## src/rtl/dcmi_frame_scheduler.sv

```systemverilog
// Round-robin front end for the DCMI frame transmitter: grants one requester the
// load port, forwards its bytes, fires START, then tracks DSYNC and spaces frames.
module dcmi_frame_scheduler #(
  parameter int LEN_BITS     = 10,
  parameter int GAP_CYCLES   = 16,
  parameter int TIMEOUT_BITS = 16
) (
  input  logic                Clk,
  input  logic                RST,
  input  logic                REQ0,
  input  logic                REQ1,
  output logic                GNT0,
  output logic                GNT1,
  input  logic [7:0]          DI0,
  input  logic [7:0]          DI1,
  input  logic                WR0,
  input  logic                WR1,
  input  logic                LAST0,
  input  logic                LAST1,
  output logic [7:0]          TX_DI,
  output logic                TX_WR,
  output logic                TX_RST,
  output logic                TX_START,
  input  logic                TX_DSYNC,
  output logic                BUSY,
  output logic                FRAME_DONE,
  output logic                FRAME_SRC,
  output logic [LEN_BITS-1:0] FRAME_LEN,
  output logic [2:0]          ERR_CODE
);

  typedef enum logic [2:0] {
    S_IDLE, S_CLEAR, S_LOAD, S_FLUSH, S_START, S_WAIT_RISE, S_WAIT_FALL, S_GAP
  } state_t;

  localparam int GW = $clog2(GAP_CYCLES + 1);
  localparam logic [GW-1:0]           GAP_LAST = GW'(GAP_CYCLES - 1);
  localparam logic [LEN_BITS-1:0]     LEN_MAX  = '1;
  // Watchdog fires when the incremented value would equal the all-ones limit.
  localparam logic [TIMEOUT_BITS-1:0] WD_LAST  = {{(TIMEOUT_BITS-1){1'b1}}, 1'b0};

  localparam logic [2:0] ERR_OK    = 3'd0;
  localparam logic [2:0] ERR_TRUNC = 3'd1;
  localparam logic [2:0] ERR_RISE  = 3'd2;
  localparam logic [2:0] ERR_FALL  = 3'd3;
  localparam logic [2:0] ERR_ABORT = 3'd4;

  state_t                    state_q, state_d;
  logic                      src_q, src_d;
  logic                      last_src_q, last_src_d;
  logic [LEN_BITS-1:0]       count_q, count_d;
  logic                      trunc_q, trunc_d;
  logic [TIMEOUT_BITS-1:0]   wd_q, wd_d;
  logic [GW-1:0]             gap_q, gap_d;
  logic                      gnt0_q, gnt0_d, gnt1_q, gnt1_d;
  logic [7:0]                tx_di_q, tx_di_d;
  logic                      tx_wr_q, tx_wr_d;
  logic                      tx_rst_q, tx_rst_d;
  logic                      tx_start_q, tx_start_d;
  logic                      busy_q, busy_d;
  logic                      done_q, done_d;
  logic                      fsrc_q, fsrc_d;
  logic [LEN_BITS-1:0]       flen_q, flen_d;
  logic [2:0]                err_q, err_d;

  logic       req_s, gnt_s, wr_s, last_s;
  logic [7:0] di_s;

  function automatic logic pick_src(input logic r0, input logic r1, input logic last);
    if (r0 && r1) return !last;
    return r1;
  endfunction

  assign req_s  = src_q ? REQ1  : REQ0;
  assign gnt_s  = src_q ? gnt1_q : gnt0_q;
  assign wr_s   = (src_q ? WR1  : WR0) & gnt_s;
  assign last_s = src_q ? LAST1 : LAST0;
  assign di_s   = src_q ? DI1   : DI0;

  always_ff @(posedge Clk) begin
    if (RST) begin
      state_q    <= S_IDLE;
      src_q      <= 1'b0;
      last_src_q <= 1'b1;
      count_q    <= '0;
      trunc_q    <= 1'b0;
      wd_q       <= '0;
      gap_q      <= '0;
      gnt0_q     <= 1'b0;
      gnt1_q     <= 1'b0;
      tx_di_q    <= '0;
      tx_wr_q    <= 1'b0;
      tx_rst_q   <= 1'b0;
      tx_start_q <= 1'b0;
      busy_q     <= 1'b0;
      done_q     <= 1'b0;
      fsrc_q     <= 1'b0;
      flen_q     <= '0;
      err_q      <= '0;
    end else begin
      state_q    <= state_d;
      src_q      <= src_d;
      last_src_q <= last_src_d;
      count_q    <= count_d;
      trunc_q    <= trunc_d;
      wd_q       <= wd_d;
      gap_q      <= gap_d;
      gnt0_q     <= gnt0_d;
      gnt1_q     <= gnt1_d;
      tx_di_q    <= tx_di_d;
      tx_wr_q    <= tx_wr_d;
      tx_rst_q   <= tx_rst_d;
      tx_start_q <= tx_start_d;
      busy_q     <= busy_d;
      done_q     <= done_d;
      fsrc_q     <= fsrc_d;
      flen_q     <= flen_d;
      err_q      <= err_d;
    end
  end

  always_comb begin
    state_d    = state_q;
    src_d      = src_q;
    last_src_d = last_src_q;
    count_d    = count_q;
    trunc_d    = trunc_q;
    wd_d       = '0;
    gap_d      = '0;
    tx_di_d    = tx_di_q;
    tx_wr_d    = 1'b0;
    done_d     = 1'b0;
    fsrc_d     = fsrc_q;
    flen_d     = flen_q;
    err_d      = err_q;

    case (state_q)
      S_IDLE: begin
        if (REQ0 || REQ1) begin
          src_d   = pick_src(REQ0, REQ1, last_src_q);
          state_d = S_CLEAR;
        end
      end
      S_CLEAR: begin
        count_d = '0;
        trunc_d = 1'b0;
        state_d = S_LOAD;
      end
      S_LOAD: begin
        if (wr_s) begin
          if (count_q != LEN_MAX) begin
            tx_wr_d = 1'b1;
            tx_di_d = di_s;
            count_d = count_q + 1'b1;
          end else begin
            trunc_d = 1'b1;
          end
        end
        if (wr_s && last_s) begin
          state_d = S_FLUSH;
        end else if (!req_s) begin
          // Requester walked away mid-frame: report what was forwarded, skip START.
          done_d  = 1'b1;
          fsrc_d  = src_q;
          flen_d  = count_d;
          err_d   = ERR_ABORT;
          state_d = S_GAP;
        end
      end
      S_FLUSH: state_d = S_START;
      S_START: state_d = S_WAIT_RISE;
      S_WAIT_RISE: begin
        wd_d = wd_q + 1'b1;
        if (TX_DSYNC) begin
          wd_d    = '0;
          state_d = S_WAIT_FALL;
        end else if (wd_q == WD_LAST) begin
          done_d  = 1'b1;
          fsrc_d  = src_q;
          flen_d  = count_q;
          err_d   = ERR_RISE;
          state_d = S_GAP;
        end
      end
      S_WAIT_FALL: begin
        wd_d = wd_q + 1'b1;
        if (!TX_DSYNC || (wd_q == WD_LAST)) begin
          done_d  = 1'b1;
          fsrc_d  = src_q;
          flen_d  = count_q;
          err_d   = !TX_DSYNC ? (trunc_q ? ERR_TRUNC : ERR_OK) : ERR_FALL;
          state_d = S_GAP;
        end
      end
      S_GAP: begin
        gap_d = gap_q + 1'b1;
        if (gap_q == GAP_LAST) begin
          last_src_d = src_q;
          state_d    = S_IDLE;
        end
      end
      default: state_d = S_IDLE;
    endcase
  end

  // Strobe-style outputs follow the upcoming state so they line up with it.
  always_comb begin
    gnt0_d     = (state_d == S_LOAD) && !src_d;
    gnt1_d     = (state_d == S_LOAD) &&  src_d;
    tx_rst_d   = (state_d == S_CLEAR);
    tx_start_d = (state_d == S_START);
    busy_d     = (state_d != S_IDLE);
  end

  assign GNT0       = gnt0_q;
  assign GNT1       = gnt1_q;
  assign TX_DI      = tx_di_q;
  assign TX_WR      = tx_wr_q;
  assign TX_RST     = tx_rst_q;
  assign TX_START   = tx_start_q;
  assign BUSY       = busy_q;
  assign FRAME_DONE = done_q;
  assign FRAME_SRC  = fsrc_q;
  assign FRAME_LEN  = flen_q;
  assign ERR_CODE   = err_q;

endmodule

```

## config.mk

```make
export PLATFORM = sky130hd
export DESIGN_NAME = dcmi_frame_scheduler
export DESIGN_NICKNAME = d
export VERILOG_FILES = /design/src/rtl/dcmi_frame_scheduler.sv
export SDC_FILE = /design/constraint.sdc
export NUM_CORES = 1
export LEC_CHECK = 0
export CAP_MARGIN = 25
export CORE_ASPECT_RATIO = 0.7
export CORE_UTILIZATION = 57
export DETAILED_ROUTE_END_ITERATION = 16
export PLACE_DENSITY = 0.85
export SLEW_MARGIN = 20
export SYNTH_ARGS = -nofsm -noshare
export SYNTH_HDL_FRONTEND = slang
export SYNTH_SLANG_ARGS = --single-unit
```

## constraint.sdc

```tcl
create_clock -name Clk -period 7 [get_ports Clk]
set_input_delay 1.4 -clock Clk [delete_from_list [all_inputs] [get_ports Clk]]
set_output_delay 1.4 -clock Clk [all_outputs]
set_load 0.005 [all_outputs]
```

==> metrics.cfg <==
[logic_synthesis]
yosysSeqAreaShare_pct = 42.3
synth.net_count = 387
yosys.area.top_type = dfxtp_1
synthCells = 357
synth_top_area_share_pct = 42.3
synth_edf_count = 0
ys_async_sr_fraction_pct = 0
ys.flop_type = dfxtp_1
ys_ff_latch = 66
synth_cell_types = 58
synth_area_per_cell_um2 = 8.74
syn_area_um2 = 3120
synth_area_leaders = dfxtp_1, nor2_1, mux2i_1
synth_warnings = 0

[drt]
via_count = 2867
drc = 0
drtPass1Iterations = 5
routed_wl_um = 7090
wl_per_cell_um = 14.7
antenna_left = 0
vias_per_cell = 5.96
drt_iter0_drc = 271

[sta]
finalSetupViolations = 0
fin_crit_sh_pct = 54.6
grt_setup_unrepaired = false
skew_ns = 0.00501
holdWs_ns = 0.465
max_freq_ghz = 0.262
worst_slew_pin_slew_ns = 0.969
fin_crit_ns = 3.82
final.setup.tns_ns = 0
final-hold-violation-count = 0
maxSlewViolCount = 0
relSlewSlack_pct = 35.4

[die]
coreArea_um2 = 5260
start_util_pct = 59.4
die_area_um2 = 5780
die_w_um = 90.5
die_h_um = 63.9
ios = 54
placement_rows = 22

[cells_and_area]
utilization_pct = 73.1
nets = 435
syn2layout_area_growth_pct = 23.0
antenna-diode-count = 0
final_layout_size_suffix_gt1_share_pct = 6.60

[job]
drv_cap = 0

[grt]
grt_pass1_wl_um = 12000
track_usage_pct = 26.5
grt_pass1_vias = 2542
antenna_found_initial = 0
overflow = 0
grt_max_degree = 39

[power]
powerDensity_nw_per_um2 = 206
p_leak_nw = 1.33
power_mw = 0.792
peakVddDrop_uv = 173

[critical_path]
crit_fanout = 9
arrival_ns = 4.06
cp_num_buf_inv = 1
cpLargestDelayFamily = compound AO/OA/AOI/OAI gates
critPathSlowestCell = a222oi_1
cp-end-kind = register
cp-start-kind = input pin
critPathMaxStageDelay_ns = 0.98
required_ns = 7.24
crit_type = in2reg
worstPathCellList = clkdlybuf4s50_1 -> mux2i_1 -> o2111ai_1 -> a222oi_1 -> nor2_2 -> a221o_1

[clocking]
htree_levels = 3
cts.sinks = 66
ctsResizeCount = 0
clk_root_buffer_cell = clkbuf_8
clockBufferDepth = 2
clkTransAtPathRegs_ns = 0.07
numCtsBuffers = 9
postCtsHoldBufs = 0
cts_setup_buffers = 0
clk_latency_ns = 0.35
cts_tree = done

[placement]
gp_routability_congestion = 0.843
hpwl_um = 4980
portBuffers = 53

[status]
status = finished clean

[worst_hold_path]
min_path_type = reg2reg

==> report_power, final <==
group | internal [mW] | switching, mW | total (mW)
Clock | 0.124 | 0.138 | 0.262
Sequential | 0.387 | 0.0223 | 0.409
Combinational | 0.0578 | 0.0630 | 0.121
Total | 0.569 | 0.224 | 0.792
==> per-layer routing <==
layer,global-route usage [%],vias to the layer above,routed length [um]
met3,8.45,10,574
met4,8.67,0,83
met5,0,-,0
li1,-,1402,-
met1,37.6,1326,3500
met2,37.9,129,2930
==> area by class of cell <==
type | count | area, um2
inverters | 12 | 45.0
clock buffers | 11 | 131
clock inverters | 4 | 20.0
well taps | 72 | 90.1
fillers | 396 | 1420
multi-input cells | 261 | 1680
flip-flops and latches | 66 | 1320
repair buffers | 55 | 549
==> cell usage in the layout (no fill, tap or decap), types with 4 or more instances in the layout <==
cell	netlist	layout
dfxtp_1	66	66
clkdlybuf4s50_1	0	53
nor2_1	44	44
nand3_1	18	18
nand2_1	18	18
o21ai_0	14	14
inv_1	12	12
a21oi_1	12	12
mux2i_1	12	12
nand4_1	11	11
and3_1	10	10
a211oi_1	10	10
clkbuf_8	0	9
xor2_1	8	8
nand2b_1	7	7
nor3_1	7	7
and2_1	6	6
a221o_1	6	6
xnor2_1	6	6
a31oi_1	5	5
ha_1	5	5
a211o_1	4	4
o21bai_1	4	4
clkinv_2	0	4
==> cells in the mapped netlist, types with 8 or more instances <==
| library cell | number |
|---|---|
| a21oi_1 | 12 |
| o21ai_0 | 14 |
| nand4_1 | 11 |
| clkbuf_1 | 17 |
| nand3_1 | 18 |
| and3_1 | 10 |
| mux2i_1 | 12 |
| inv_1 | 12 |
| dfxtp_1 | 66 |
| xor2_1 | 8 |
| a211oi_1 | 10 |
| nor2_1 | 44 |
| nand2_1 | 18 |
==> state kept, by name, summed over array words and instances, names as in the netlist, 3 cells and up <==
name       cells
wd_q          16
FRAME_LEN     10
count_q       10
TX_DI          8
gap_q          5
ERR_CODE       3
state_q        3
==> cell families (layout without fill, tap and decap cells) <==
family / after synthesis / in the layout / synth area share [%]
muxes: 15 / 15 / 4.93
and+or+nand+nor: 148 / 148 / 25.0
adders and majority gates: 5 / 5 / 2.00
DFF: 66 / 66 / 42.3
xor gates and xnor gates: 14 / 14 / 3.93
buffers and inverters: 30 / 82 / 3.73
AOI/OAI and AO/OA: 79 / 79 / 18.1
==> per-stage QoR <==
step	setup slack, ns	cells	area, um2
floorplan	3.90	357	3120
global placement	2.89	465	3680
detailed placement	2.84	466	3690
CTS	3.23	481	3840
global route	3.00	481	3840
finish	3.18	481	3840
==> path summary, 6_finish.rpt <==
check	startpoint	to	slack, ns	depth (start not counted)
hold / removal	gap_q[0]	gap_q[0]	0.46	1
hold reg to reg	gap_q[0]	gap_q[0]	0.46	1
setup / recovery	REQ0	FRAME_LEN[1]	3.18	6
setup reg to reg	state_q[1]	FRAME_LEN[1]	3.53	5
(Power assumes the default switching activity.)
==> variant (same flow settings) <==
Encoding of `state_t`: now one-hot (8 bits for 8 states).
--- a/src/rtl/dcmi_frame_scheduler.sv
+++ b/src/rtl/dcmi_frame_scheduler.sv
@@ -30,6 +30,6 @@
 );
 
-  typedef enum logic [2:0] {
-    S_IDLE, S_CLEAR, S_LOAD, S_FLUSH, S_START, S_WAIT_RISE, S_WAIT_FALL, S_GAP
+  typedef enum logic [7:0] {
+    S_IDLE = 8'b00000001, S_CLEAR = 8'b00000010, S_LOAD = 8'b00000100, S_FLUSH = 8'b00001000, S_START = 8'b00010000, S_WAIT_RISE = 8'b00100000, S_WAIT_FALL = 8'b01000000, S_GAP = 8'b10000000
   } state_t;
 
Function: same outputs for any inputs over 10 cycles, from zero or initial values and one cycle with RST high; not proved beyond that.
==> variant against the original RTL <==
Wire length grew 7.6%. Worst hold slack lost 0.019 ns. First-iteration DRC count decreased by 45%. Worst setup slack improved by 0.28 ns. Sequential cell count up 5. Synthesized cell count grew 9.5%. Sequential share of layout area up 0.56 points. Maximum frequency grew 8.0%. Synthesized area rose by 7.2%. Design area grew 5.9%. Critical path type unchanged.
Power is not compared: it rests on default switching activity, and its combinational part moved more than twofold at a synthesized area within 25%.
==> variant: results (changes against the original RTL) <==
stage,metric,value,unit,change
timing,tightestPinTransition,0.9038,ns,-0.06498 ns
cells_and_area,largest-register,wd_q,,
cells_and_area,clk_share,4.400,%,+0.46 points
yosys,synth.net_count,421,,+8.8%
cells_and_area,n_all_inverters,7,,-5
cells_and_area,layout.comb_gates.multi_input,291,,+11%
yosys,synth-adder-area-share,1.870,%,-0.13 points
yosys,async_flop_share,0,%,unchanged
timing,fmax,282.7,MHz,+8.0%
global_route,grt_max_degree,44,,+13%
cells_and_area,buf_share,13.42,%,-0.88 points
timing,fin_skew,0.007463,ns,+0.002449 ns
setup_path,critPathMaxStageDelay,0.61,ns,-0.37 ns
cells_and_area,largest_reg_flops,16,,unchanged
route,vias_per_cell,5.843,,-2.0%
global_route,grt_use_met2,40.26,%,+2.4 points
cells_and_area,seq_area_share,34.95,%,+0.56 points
setup_path,crit_arrival,3.78,ns,-0.28 ns
setup_path,r2r_start,state_q[5],,
yosys,synthTopCellsByCount,"dfxtp_1 (71), nor2_1 (58), nand2_1 (25), a21oi_1 (23), o21ai_0 (21)",,
route,met3_length,509,µm,-11%
route,met1_length,3603,µm,+3.0%
route,dr_wl_met2,3420,µm,+17%
worst_hold_path,hold_path_depth,1,,unchanged
cells_and_area,nNonClkBuffers,55,,unchanged
setup_path,worstPathMaxFanout,16,,+7
cells_and_area,multiInputGateArea,1804,µm²,+7.1%
cells_and_area,n_fill_cell,399,,+0.76%
yosys,ys_seq_area_share,42.48,%,+0.16 points
status,outcome,completed,,
yosys,ys_warn_count,0,,unchanged
cells_and_area,nFlopsAndLatches,71,,+7.6%
placement,place.gp.congestion,0.8413,,-0.20%
yosys,muxShareOfSynthArea,3.628,%,-1.3 points
global_route,grtUsageMet1,34.66,%,-2.9 points
cells_and_area,nNetsFinal,465,,+6.9%
setup_path,rrSetupSlack,3.99,ns,+0.46 ns
setup_path,reg2reg_to,FRAME_LEN[0],,
placement,hpwl,5411,µm,+8.6%
global_route,grt.met3_usage,9.195,%,+0.74 points
setup_path,slowest_stage,or3_1,,
global_route,grt_usage,26.34,%,-0.13 points
cells_and_area,drive_gt1_share,5.695,%,-0.91 points
route,drt_iter0_markers,150,,-45%
setup_path,r2r_cells,6,,+1
global_route,grt_pass1_wl,12460,µm,+3.6%
clock_network,clock-root-buffer,clkbuf_8,,
yosys,synth_xor_area_share,4.450,%,+0.52 points
route,drt-total-wl,7626,µm,+7.6%
yosys,synth-compound-area-share,15.74,%,-2.3 points
power_and_ir_drop,vdd_drop_max,135.0,µV,
yosys,synth_area_leaders,"dfxtp_1 (42%), nor2_1 (6.5%), a21oi_1 (3.4%), mux2i_1 (3.3%), o21ai_0 (3.1%)",,
setup_path,path_class,in2reg,,
global_route,grt_pass1_vias,2665,,+4.8%
clock_network,cts_buffers,9,,unchanged
[variant: cell types whose count changed after synthesis, sizes merged, moves of 5 or more]
cell and delta:
o21ai +5, nand2 +8, a21oi +11, inv -5, nor2 +14, nor4 +9, nand2b -6, or3 +7
dfxtp +5
[variant: per-stage QoR]
stage | instance area [µm²] | hold WS [ns] | std cells | total power [µW] | worst slack [ns]
2_1_floorplan | 3346 | 0.4175 | 391 | 446.5 | 3.889
3_3_place_gp | 3880 | 0.4309 | 495 | 468.6 | 3.138
3_5_place_dp | 3880 | 0.4400 | 495 | 469.7 | 3.024
4_1_cts | 4059 | 0.4501 | 510 | 773.7 | 3.388
5_1_grt | 4066 | 0.4786 | 511 | 796.3 | 3.383
6_report | 4066 | 0.4459 | 511 | 769.1 | 3.462
[variant: report_power, final]
part / total [µW] / internal [µW] / switching (µW)
registers: 413 / 407 / 5.81
logic: 47.6 / 25.5 / 22.1
clock network: 308 / 162 / 147
total: 769 / 595 / 175
